==> src/rtl/alu_pkg.sv <==
// alu_pkg: shared op codes, FSM encodings and counter sizing for the serial ALU
package alu_pkg;
  localparam logic OP_ADD = 1'b0;
  localparam logic OP_SUB = 1'b1;
  typedef enum logic [1:0] {ST_IDLE = 2'd0, ST_RUN = 2'd1, ST_DONE = 2'd2} state_t;
  function automatic int cnt_w(int w);
    return $clog2(w);
  endfunction
endpackage

==> src/rtl/serial_addsub_if.sv <==
// serial_addsub_if: operand/result handshake bundle of the bit-serial add/sub engine
interface serial_addsub_if #(parameter int WIDTH = 8);
  logic             in_valid;
  logic             in_ready;
  logic             op;
  logic [WIDTH-1:0] a;
  logic [WIDTH-1:0] b;
  logic             out_valid;
  logic             out_ready;
  logic [WIDTH-1:0] result;
  logic             cout;
  logic             ovf;
  logic             busy;
  modport master (output in_valid, op, a, b, out_ready, input in_ready, out_valid, result, cout, ovf, busy);
  modport slave  (input in_valid, op, a, b, out_ready, output in_ready, out_valid, result, cout, ovf, busy);
endinterface

==> src/rtl/fulladder.sv <==
// fulladder: one-bit full adder cell
module fulladder (
  input  logic a,
  input  logic b,
  input  logic cin,
  output logic s,
  output logic cout
);
  assign s    = a ^ b ^ cin;
  assign cout = (a & b) | (cin & (a ^ b));
endmodule

==> src/rtl/fullsub.sv <==
// fullsub: one-bit full subtractor cell (a - b - bin)
module fullsub (
  input  logic a,
  input  logic b,
  input  logic bin,
  output logic d,
  output logic bout
);
  assign d    = a ^ b ^ bin;
  assign bout = (~a & b) | (bin & ~(a ^ b));
endmodule

==> src/rtl/serial_bit_slice.sv <==
// serial_bit_slice: one add or subtract bit step selected by op
module serial_bit_slice
  import alu_pkg::*;
(
  input  logic a,
  input  logic b,
  input  logic cin,
  input  logic op,
  output logic s,
  output logic cout
);
  logic s_add, c_add, s_sub, c_sub;
  fulladder u_add (.a(a), .b(b), .cin(cin), .s(s_add), .cout(c_add));
  fullsub   u_sub (.a(a), .b(b), .bin(cin), .d(s_sub), .bout(c_sub));
  assign s    = (op == OP_SUB) ? s_sub : s_add;
  assign cout = (op == OP_SUB) ? c_sub : c_add;
endmodule

==> src/rtl/serial_addsub.sv <==
// serial_addsub: LSB-first bit-serial add/subtract engine with valid/ready handshakes
module serial_addsub
  import alu_pkg::*;
#(
  parameter int WIDTH = 8
) (
  input logic clk,
  input logic rst,
  serial_addsub_if.slave io
);
  localparam int CNT_W = cnt_w(WIDTH);
  state_t             state_q, state_d;
  logic [CNT_W-1:0]   cnt_q, cnt_d;
  logic [WIDTH-1:0]   sa_q, sa_d, sb_q, sb_d, res_q, res_d;
  logic               op_q, op_d, am_q, am_d, bm_q, bm_d, c_q, c_d, ovf_q, ovf_d;
  logic               s, co;
  serial_bit_slice u_slice (.a(sa_q[0]), .b(sb_q[0]), .cin(c_q), .op(op_q), .s(s), .cout(co));
  always_comb begin
    state_d = state_q;
    cnt_d   = cnt_q;
    sa_d    = sa_q;
    sb_d    = sb_q;
    res_d   = res_q;
    op_d    = op_q;
    am_d    = am_q;
    bm_d    = bm_q;
    c_d     = c_q;
    ovf_d   = ovf_q;
    case (state_q)
      ST_IDLE: if (io.in_valid) begin
        sa_d    = io.a;
        sb_d    = io.b;
        op_d    = io.op;
        am_d    = io.a[WIDTH-1];
        bm_d    = io.b[WIDTH-1];
        c_d     = 1'b0;
        cnt_d   = '0;
        state_d = ST_RUN;
      end
      ST_RUN: begin
        res_d = {s, res_q[WIDTH-1:1]};
        sa_d  = sa_q >> 1;
        sb_d  = sb_q >> 1;
        c_d   = co;
        cnt_d = cnt_q + CNT_W'(1);
        // s is the result MSB on the last bit step; signs come from the latched operand MSBs
        if (cnt_q == CNT_W'(WIDTH - 1)) begin
          state_d = ST_DONE;
          ovf_d   = ((op_q == OP_SUB) ? (am_q != bm_q) : (am_q == bm_q)) & (s != am_q);
        end
      end
      ST_DONE: state_d = io.out_ready ? ST_IDLE : ST_DONE;
      default: state_d = ST_IDLE;
    endcase
  end
  always_ff @(posedge clk) begin
    if (rst) begin
      state_q <= ST_IDLE;
      cnt_q   <= '0;
      sa_q    <= '0;
      sb_q    <= '0;
      res_q   <= '0;
      op_q    <= 1'b0;
      am_q    <= 1'b0;
      bm_q    <= 1'b0;
      c_q     <= 1'b0;
      ovf_q   <= 1'b0;
    end else begin
      state_q <= state_d;
      cnt_q   <= cnt_d;
      sa_q    <= sa_d;
      sb_q    <= sb_d;
      res_q   <= res_d;
      op_q    <= op_d;
      am_q    <= am_d;
      bm_q    <= bm_d;
      c_q     <= c_d;
      ovf_q   <= ovf_d;
    end
  end
  assign io.in_ready  = (state_q == ST_IDLE);
  assign io.out_valid = (state_q == ST_DONE);
  assign io.busy      = (state_q != ST_IDLE);
  assign io.result    = res_q;
  assign io.cout      = c_q;
  assign io.ovf       = ovf_q;
endmodule

==> src/flat_wrapper.sv <==
// flat-port wrapper written by rule: the top's interface ports become plain ports
module serial_addsub_flat import alu_pkg::*;
#(
  parameter int WIDTH = 8
)
  (clk, rst, io_in_valid, io_op, io_a, io_b, io_out_ready, io_in_ready, io_out_valid, io_result, io_cout, io_ovf, io_busy);
  serial_addsub_if #(.WIDTH(WIDTH)) io_i ();
  input logic clk;
  input logic rst;
  input wire logic [$bits(io_i.in_valid)-1:0] io_in_valid;
  input wire logic [$bits(io_i.op)-1:0] io_op;
  input wire logic [$bits(io_i.a)-1:0] io_a;
  input wire logic [$bits(io_i.b)-1:0] io_b;
  input wire logic [$bits(io_i.out_ready)-1:0] io_out_ready;
  output wire logic [$bits(io_i.in_ready)-1:0] io_in_ready;
  output wire logic [$bits(io_i.out_valid)-1:0] io_out_valid;
  output wire logic [$bits(io_i.result)-1:0] io_result;
  output wire logic [$bits(io_i.cout)-1:0] io_cout;
  output wire logic [$bits(io_i.ovf)-1:0] io_ovf;
  output wire logic [$bits(io_i.busy)-1:0] io_busy;
  assign io_i.in_valid = io_in_valid;
  assign io_i.op = io_op;
  assign io_i.a = io_a;
  assign io_i.b = io_b;
  assign io_i.out_ready = io_out_ready;
  assign io_in_ready = io_i.in_ready;
  assign io_out_valid = io_i.out_valid;
  assign io_result = io_i.result;
  assign io_cout = io_i.cout;
  assign io_ovf = io_i.ovf;
  assign io_busy = io_i.busy;
  serial_addsub #(.WIDTH(WIDTH)) u_core (.clk(clk), .rst(rst), .io(io_i));
endmodule
==> config.mk <==
export PLATFORM = sky130hd
export DESIGN_NAME = serial_addsub_flat
export DESIGN_NICKNAME = d
export VERILOG_FILES = /design/src/rtl/alu_pkg.sv /design/src/rtl/serial_addsub_if.sv /design/src/rtl/fulladder.sv /design/src/rtl/fullsub.sv /design/src/rtl/serial_bit_slice.sv /design/src/rtl/serial_addsub.sv /design/src/flat_wrapper.sv
export SDC_FILE = /design/constraint.sdc
export NUM_CORES = 1
export LEC_CHECK = 0
export CAP_MARGIN = 40
export CORE_ASPECT_RATIO = 1.1
export CORE_MARGIN = 2
export CORE_UTILIZATION = 50
export DETAILED_ROUTE_END_ITERATION = 10
export PLACE_DENSITY_LB_ADDON = 0.3
export SLEW_MARGIN = 20
export SYNTH_ARGS = -nofsm -noshare
export SYNTH_HDL_FRONTEND = slang
export SYNTH_SLANG_ARGS = --single-unit
==> constraint.sdc <==
create_clock -name clk -period 2.3 [get_ports clk]
set_input_delay 0.69 -clock clk [delete_from_list [all_inputs] [get_ports clk]]
set_output_delay 0.69 -clock clk [all_outputs]
set_load 0.02 [all_outputs]
==> summary.txt, run 1 <==
CP startpoint kind -> flop
Synth Cell Area -> 1565 um^2
Synth Area in Adders -> 4.157%
CTS buffer count -> 5
drt total wl -> 3.071 mm
Synthesized Nets -> 187
worst vdd ir -> 0.0004960 V
gpl congestion -> 0.7802
HPWL after DPL -> 2.189 mm
Synth Area in XOR/XNOR -> 0.5596%
unrepaired setup endpoints after global routing -> false
most frequent cells in the layout -> dfxtp_1 (34), clkdlybuf4s50_1 (30), nand2_1 (22)
CTS HTree Levels -> 2
crit path time final -> 2.106 ns
post-route setup TNS -> 0 ns
final setup fails -> 0
Starting Density -> 51.80%
Routed WL per cell -> 13.41 um
main combinational cell family by area after synthesis -> compound AO/OA/AOI/OAI gates
Tightest Hold Check Type -> reg2reg
Reg clk slew, reported paths -> 0.10 ns
Rows -> 21
cell chain of the critical path -> or2_2 -> inv_1 -> dlygate4sd2_1
largest net degree at the start of global routing -> 35
CP bufs+invs -> 2
max-cap viol count -> 0
utilization after layout -> 65.84%
initial antenna violation count -> 0
first-pass GRT wire length -> 5.306 mm
post-synthesis compound-gate area fraction -> 19.58%
Chip Height -> 62.68 um
critical path type -> reg2out
Worst path slowest cell -> dfxtp_1
Vias -> 1,224
Iteration-0 DRC Markers -> 44
Mean Syn Cell Area -> 9.662 um^2
upper clock frequency limit -> 474.9 MHz
Chip Width -> 57.35 um
CP arrival -> 1.42 ns
core area -> 3022 um^2
drt drc -> 0
Leak -> 0.0007633 uW
num ports -> 34
Synth Warn # -> 0
post-synthesis mux area share -> 10.23%
Final Hold Vio Count -> 0
DRT antenna net count -> 0
NumNets Final -> 219
Final Cycle Share -> 91.55%
flops & latches, synth -> 34
Pwr Density -> 629.3 nW/um^2
Final Max Tran Viols -> 0
first-pass iteration count of the detailed router -> 4
cells after synthesis -> 162
vias in the first global route -> 1,197
crit-path max cell delay -> 0.38 ns
CTS tree -> yes
CP Max Fanout -> 9
clock skew -> 0.003995 ns
clock buffer depth -> 2
total track usage -> 19.08%
commonest non-fill, non-tap cell in the layout -> dfxtp_1
n_diodes -> 0
simple-gate share of the synthesized area -> 15.75%
clk_lat worst skew -> 0.33 ns
layout cells sized above 1 -> 16.92%
delay-heaviest family, CP -> flip-flops
clock sink count -> 34
status -> completed
clock root buffer master -> clkbuf_4
Layout Area Growth over Synthesis -> 27.10%
sequential share of the synthesized area -> 43.49%
vias per inst -> 5.345
port bufs -> 33
relative slew slack -> 67.61%
Die ar. -> 3594 um^2
CP Capture Type -> primary output
CP required -> 1.61 ns
Unique masters post-synth -> 31
Worst Tran Pin Value -> 0.4848 ns
grt ovf -> 0
## flip-flops by register name, indices dropped and copies added (netlist names), 2 cells and up
| signal | count |
|---|---|
| u_core.sa_q | 8 |
| u_core.io.result | 8 |
| u_core.sb_q | 8 |
| u_core.state_q | 2 |
| u_core.cnt_q | 3 |
## tightest hold or removal path: cells and delay by family, from the launching register on
| kind | cells | cell delay, ns |
|---|---|---|
| simple gates | 1 | 0.05 |
| flops | 1 | 0.32 |
| compound gates | 1 | 0.05 |
## layer usage
| layer | vias to the layer above | GRT usage [%] | wire length (um) |
|---|---|---|---|
| met2 | 22 | 32.67 | 1508 |
| li1 | 621 | - | - |
| met4 | 0 | 8.721 | 38 |
| met5 | - | 0 | 0 |
| met3 | 5 | 4.348 | 144 |
| met1 | 576 | 22.09 | 1379 |
## worst paths after layout
path | from | end | slack [ns] | depth (start not counted)
worst max-delay path | u_core.state_q[1] | io_in_ready | 0.19 | 3
worst min-delay path | u_core.sa_q[7] | u_core.sa_q[7] | 0.46 | 2
worst min register to register | u_core.sa_q[7] | u_core.sa_q[7] | 0.46 | 2
worst max register to register | u_core.sa_q[0] | u_core.io.ovf | 0.62 | 4
## timing repair
action | 4_1_cts | 5_1_grt
hold buffers | 0 | 0
gates resized for setup | 2 | 1
pin swaps | 0 | 0
endpoints found under the setup margin | 2 | 1
hold endpoints to repair | 0 | 0
setup buffers | 0 | 0
## synthesized netlist by cell type
cell type	count	area [um^2]
a211oi_1	1	7.510
clkbuf_1	3	11.26
nand2_1	22	82.58
a21oi_1	14	70.07
nand3_1	2	10.01
a211oi_2	14	175.2
dfxtp_1	34	680.7
buf_2	3	15.01
ha_1	2	25.02
mux2i_1	16	160.2
a22oi_1	3	22.52
nor3b_1	1	7.510
or3_1	1	6.260
or3b_2	1	8.760
buf_6	3	33.78
o21ai_0	1	5.000
fa_1	2	40.04
a311oi_1	1	8.760
nand2b_1	1	6.260
o21bai_1	1	7.510
inv_1	6	22.52
and2_1	1	6.260
buf_4	2	15.01
nor2_2	6	37.54
or2_2	1	6.260
nor3_1	1	5.000
o21ba_1	1	10.01
nor2_1	15	56.30
nor2b_1	1	6.260
xor2_1	1	8.760
and2b_1	1	7.510
## power breakdown
group          total [uW]  switching (uW)  internal [uW]
Sequential            643            21.4            621
Clock                 403             194            209
Combinational         207             104            102
Total                1250             320            932
## stage by stage
step                worst slack (ns)  std cells  instance area, um^2  power, uW  hold WS, ns
floorplan                     0.4643        162                 1565      793.1       0.4360
global placement              0.3011        221                 1911      855.0       0.4418
detailed placement            0.2534        221                 1911      865.8       0.4500
CTS                          0.01595        229                 1987       1265       0.4639
global route                  0.1341        229                 1989       1311       0.4969
finish                        0.1943        229                 1989       1252       0.4649
## kinds of logic after synthesis
| family | after synthesis |
|---|---|
| simple gates | 54 |
| compound gates | 36 |
| flops | 34 |
| buf+inv | 17 |
| mux | 16 |
| fa+ha+maj | 4 |
| xor+xnor | 1 |
## layout make-up
class | count | area, um^2
Fill cell | 254 | 1032
Multi-Input combinational cell | 111 | 787.0
Sequential cell | 34 | 680.7
Timing Repair Buffer | 36 | 377.9
Clock buffer | 8 | 78.83
Tap cell | 34 | 42.54
Inverter | 6 | 22.52
No activity file was read; power rests on OpenSTA's default activity.
==> run 2: changes to the inputs <==
Settings changed: CORE_UTILIZATION 50 to 27.
==> summary.txt, run 2 (same netlist as run 1, synthesis figures left out) <==
NumNets Final -> 220 (+0.46%)
Worst Tran Pin Value -> 0.4795 ns (-0.005351 ns)
grt ovf -> 0 (unchanged)
CTS buffer count -> 5 (unchanged)
unrepaired setup endpoints after global routing -> false
clock skew -> 0.006819 ns (+0.002824 ns)
final setup fails -> 0 (unchanged)
vias in the first global route -> 1,157 (-3.3%)
CP startpoint kind -> flop
relative slew slack -> 67.97% (+0.36 points)
crit path time final -> 2.202 ns (+0.09583 ns)
Iteration-0 DRC Markers -> 39 (-11%)
first-pass iteration count of the detailed router -> 4 (unchanged)
clock sink count -> 34 (unchanged)
Finished Cell Area -> 2068 um^2 (+4.0%)
CTS HTree Levels -> 2 (unchanged)
clock root buffer master -> clkbuf_8
num ports -> 34 (unchanged)
Rows -> 29 (+38%)
Final Max Tran Viols -> 0 (unchanged)
Layout Area Growth over Synthesis -> 32.13%
internal power -> 965.9 uW (+3.6%)
core area -> 5697 um^2 (+89%)
Switch Pwr -> 344.0 uW (+7.7%)
Final Cycle Share -> 95.72% (+4.2 points)
worst vdd ir -> 0.0002699 V (-46%)
Die ar. -> 6423 um^2 (+79%)
Clock power frac -> 35.1% (+2.9 points)
clk_lat worst skew -> 0.29 ns (-0.04 ns)
status -> completed
drt total wl -> 3.212 mm (+4.6%)
hold_buf cts -> 0 (unchanged)
post-route setup TNS -> 0 ns (unchanged)
first-pass GRT wire length -> 5.595 mm (+5.4%)
Reg clk slew, reported paths -> 0.07 ns (-0.03 ns)
WHS -> 0.4572 ns (-0.007659 ns)
Chip Height -> 83.86 um (+34%)
Setup Buffers After CTS -> 0 (unchanged)
Final Hold Vio Count -> 0 (unchanged)
Filler Cell Count -> 591 (+130%)
sw frac -> 26.26% (+0.74 points)
Area after DPL -> 1972 um^2 (+3.2%)
clock buffer depth -> 2 (unchanged)
Tightest Hold Check Type -> reg2reg
total track usage -> 11.10% (-8.0 points)
HPWL after DPL -> 2.178 mm (-0.51%)
gpl congestion -> 0.6739 (-14%)
layout cells sized above 1 -> 17.35% (+0.42 points)
n_diodes -> 0 (unchanged)
Starting Density -> 27.48% (-24 points)
Sequential Power Share -> 49.0% (-2.3 points)
Comb power frac -> 15.9% (-0.6 points)
Pwr Density -> 633.3 nW/um^2 (+0.64%)
Leak -> 0.0007725 uW (+1.2%)
Routed WL per cell -> 11.77 um (-12%)
CP required -> 1.61 ns (about the same)
upper clock frequency limit -> 454.2 MHz (-4.4%)
CP Capture Type -> primary output
drt drc -> 0 (unchanged)
port bufs -> 33 (unchanged)
Chip Width -> 76.60 um (+34%)
largest net degree at the start of global routing -> 35 (unchanged)
most frequent cells in the layout -> dfxtp_1 (34), clkdlybuf4s50_1 (31), nand2_1 (22)
CTS tree -> yes
CP Max Fanout -> 9 (unchanged)
initial antenna violation count -> 0 (unchanged)
vias per inst -> 4.388 (-18%)
commonest non-fill, non-tap cell in the layout -> dfxtp_1
Vias -> 1,198 (-2.1%)
DRT antenna net count -> 0 (unchanged)
critical path type -> reg2out
R2R Setup Slk -> 0.56 ns (-0.06 ns)
max-cap viol count -> 0 (unchanged)
CP arrival -> 1.51 ns (+0.09 ns)
[run 2: timing repair]
item	in CTS	in global routing
endpoints found under the hold margin	0	0
pin swaps	0	0
setup endpoints to repair	1	1
resized for setup	1	1
[run 2: critical path, stage by stage (launching register included)]
cell and delay [ns]:
dfxtp_1 0.37, or2_2 0.32, clkdlybuf4s50_1 0.54
[run 2: final cells by class]
class	count	area [um^2]	area share, %
Multi-Input combinational cell	111	787.0	38.05
Sequential cell	34	680.7	32.91
Clock inverter	2	12.51	0.6050
Clock buffer	6	82.58	3.993
Inverter	6	22.52	1.089
Timing Repair Buffer	37	386.6	18.69
Tap cell	77	96.34	4.658
[run 2: metal layers]
layer | track usage [%] | vias up | routed length, um
li1 | - | 617 | -
met1 | 13.67 | 547 | 1534
met2 | 16.81 | 28 | 1404
met3 | 4.437 | 6 | 202
met4 | 5.455 | 0 | 71
met5 | 0 | - | 0
[run 2: power groups by stage]
stage	logic (uW)	registers [uW]	clock network [uW]
detailed placement	211	656	0
global route	229	647	507
global placement	209	656	0
CTS	211	642	478
floorplan	138	655	0
finish	208	642	460
[run 2: stage by stage]
stage	setup slack (ns)	utilization, %	total power, uW	cells
floorplan	0.4643	-	793.1	162
global placement	0.2774	34.61	864.9	265
detailed placement	0.2620	34.61	866.5	265
CTS	0.003433	36.26	1332	273
global route	0.02763	36.31	1383	273
finish	0.09844	36.31	1310	273
[run 2: worst paths after layout]
kind | endpoint | cells past startpoint | from
worst max-delay path | io_busy | 2 | u_core.state_q[1]
worst min-delay path | u_core.sa_q[7] | 2 | u_core.sa_q[7]
worst max register to register | u_core.io.ovf | 4 | u_core.sa_q[0]
worst min register to register | u_core.sa_q[7] | 2 | u_core.sa_q[7]
==> run 3: changes to the inputs <==
Settings changed: CAP_MARGIN 40 to 20, SLEW_MARGIN 20 to default.
Clock period 2.3 ns to 2.09 ns, I/O delays scaled along.
==> summary.txt, run 3 (same netlist as run 1, synthesis figures left out) <==
status -> completed
core area -> 5697 um^2 (unchanged)
FF-to-FF path depth -> 4 (unchanged)
post-route insts no fill -> 274 (+0.37%)
clock buffer depth -> 2 (unchanged)
critical path type -> reg2out
final setup fails -> 0 (unchanged)
n_diodes -> 0 (unchanged)
Pwr Density -> 691.1 nW/um^2 (+9.1%)
worst vdd ir -> 0.0002565 V (-5.0%)
clk_lat worst skew -> 0.28 ns (about the same)
post-route setup TNS -> 0 ns (unchanged)
clock sink count -> 34 (unchanged)
CP Capture Type -> primary output
Die ar. -> 6423 um^2 (unchanged)
Starting Density -> 27.48% (unchanged)
cell count after placement -> 266 (+0.38%)
upper clock frequency limit -> 508.7 MHz
Area after DPL -> 1979 um^2 (+0.38%)
cell chain of the critical path -> or2_2 -> inv_1 -> dlygate4sd2_1
grt ovf -> 0 (unchanged)
max-cap viol count -> 0 (unchanged)
commonest non-fill, non-tap cell in the layout -> dfxtp_1
Chip Width -> 76.60 um (unchanged)
Most Crowded Layer GR -> met2
clock root buffer master -> clkbuf_8
first-pass iteration count of the detailed router -> 4 (unchanged)
clock skew -> 0.003060 ns (-0.003759 ns)
Leak -> 0.0007672 uW (-0.69%)
crit path time final -> 1.966 ns
CP arrival -> 1.34 ns (-0.17 ns)
CP required -> 1.46 ns (-0.15 ns)
unrepaired setup endpoints after global routing -> false
drt drc -> 0 (unchanged)
Routed WL per cell -> 11.81 um (+0.41%)
hold_buf cts -> 0 (unchanged)
CP startpoint -> u_core.state_q[1]
Reg2Reg Launch Point -> u_core.sa_q[0]
CTS HTree Levels -> 2 (unchanged)
Final Cycle Share -> 94.05%
Iteration-0 DRC Markers -> 38 (-2.6%)
Layout Area Growth over Synthesis -> 32.05% (about the same)
Tot Pwr -> 1429 uW (+9.1%)
Hold Path Cell Cnt -> 2 (unchanged)
most frequent cells in the layout -> dfxtp_1 (34), clkdlybuf4s50_1 (30), nand2_1 (22)
crit-path max cell delay -> 0.36 ns (-0.18 ns)
Filler Cell Count -> 617 (+4.4%)
initial antenna violation count -> 0 (unchanged)
relative slew slack -> 72.03% (+4.1 points)
Reg clk slew, reported paths -> 0.06 ns (about the same)
CP Max Fanout -> 9 (unchanged)
gpl congestion -> 0.6836 (+1.4%)
NumNets Final -> 221 (+0.45%)
CP startpoint kind -> flop
layout cells sized above 1 -> 17.26% (-0.088 points)
Hold Startpoint -> u_core.io.result[0]
DRT antenna net count -> 0 (unchanged)
Final Hold Vio Count -> 0 (unchanged)
Finished Cell Area -> 2067 um^2 (about the same)
Vias -> 1,209 (+0.92%)
Chip Height -> 83.86 um (unchanged)
Worst path slowest cell -> dfxtp_1
GR Util met3 -> 4.329% (-0.11 points)
CTS tree -> yes
met2 usage -> 17.62% (+0.80 points)
drt total wl -> 3.237 mm (+0.78%)
port bufs -> 33 (unchanged)
met1 usage -> 13.18% (-0.49 points)
largest net degree at the start of global routing -> 35 (unchanged)
Worst Tran Pin Value -> 0.4187 ns (-0.06073 ns)
num ports -> 34 (unchanged)
Final Max Tran Viols -> 0 (unchanged)
CTS buffer count -> 5 (unchanged)
vias in the first global route -> 1,189 (+2.8%)
total track usage -> 11.08% (-0.028 points)
HPWL after DPL -> 2.228 mm (+2.3%)
Tightest Hold Check Type -> reg2reg
WHS -> 0.4573 ns (+0.0001300 ns)
Rows -> 29 (unchanged)
vias per inst -> 4.412 (+0.55%)
first-pass GRT wire length -> 5.589 mm (-0.11%)
[run 3: worst max-delay path, delay by kind of cell (launching register included)]
| family | cells | cell delay (ns) |
|---|---|---|
| buffers and inverters | 2 | 0.38 |
| DFF | 1 | 0.36 |
| and+or+nand+nor | 1 | 0.32 |
[run 3: power by group]
| part | switching [uW] | total [uW] | internal [uW] |
|---|---|---|---|
| Sequential | 22.6 | 707 | 684 |
| Clock | 227 | 493 | 266 |
| Combinational | 114 | 229 | 115 |
| Total | 364 | 1430 | 1060 |
[run 3: what timing repair did]
action	in CTS	in global routing
setup buffers	0	0
gates resized for setup	3	0
setup endpoints to repair	3	0
endpoints found under the hold margin	0	0
[run 3: per-stage QoR]
| step | setup WS, ns | utilization (%) |
|---|---|---|
| floorplan | 0.3173 | - |
| global placement | 0.1305 | 34.75 |
| detailed placement | 0.1169 | 34.75 |
| CTS | 0.1090 | 36.28 |
| global route | 0.04811 | 36.28 |
| finish | 0.1244 | 36.28 |
[run 3: cell type report]
type,count,area (um^2),share of cell area [%]
multi-input cells,111,787.0,38.08
flip-flops and latches,34,680.7,32.93
repair buffers,38,389.1,18.83
well taps,77,96.34,4.661
clock buffers,7,86.33,4.177
inverters,6,22.52,1.090
clock inverters,1,5.005,0.2421
[run 3: per-layer routing]
metal  share of wire [%]  wire (um)
met5                   0          0
met4                 1.9         61
met3                 4.4        142
met2                  47       1507
met1                  47       1526
[run 3: worst paths after layout]
kind / to / slack (ns)
setup / recovery: io_in_ready / 0.12
hold / removal: u_core.io.result[0] / 0.46
hold reg to reg: u_core.io.result[0] / 0.46
setup reg to reg: u_core.io.ovf / 0.35
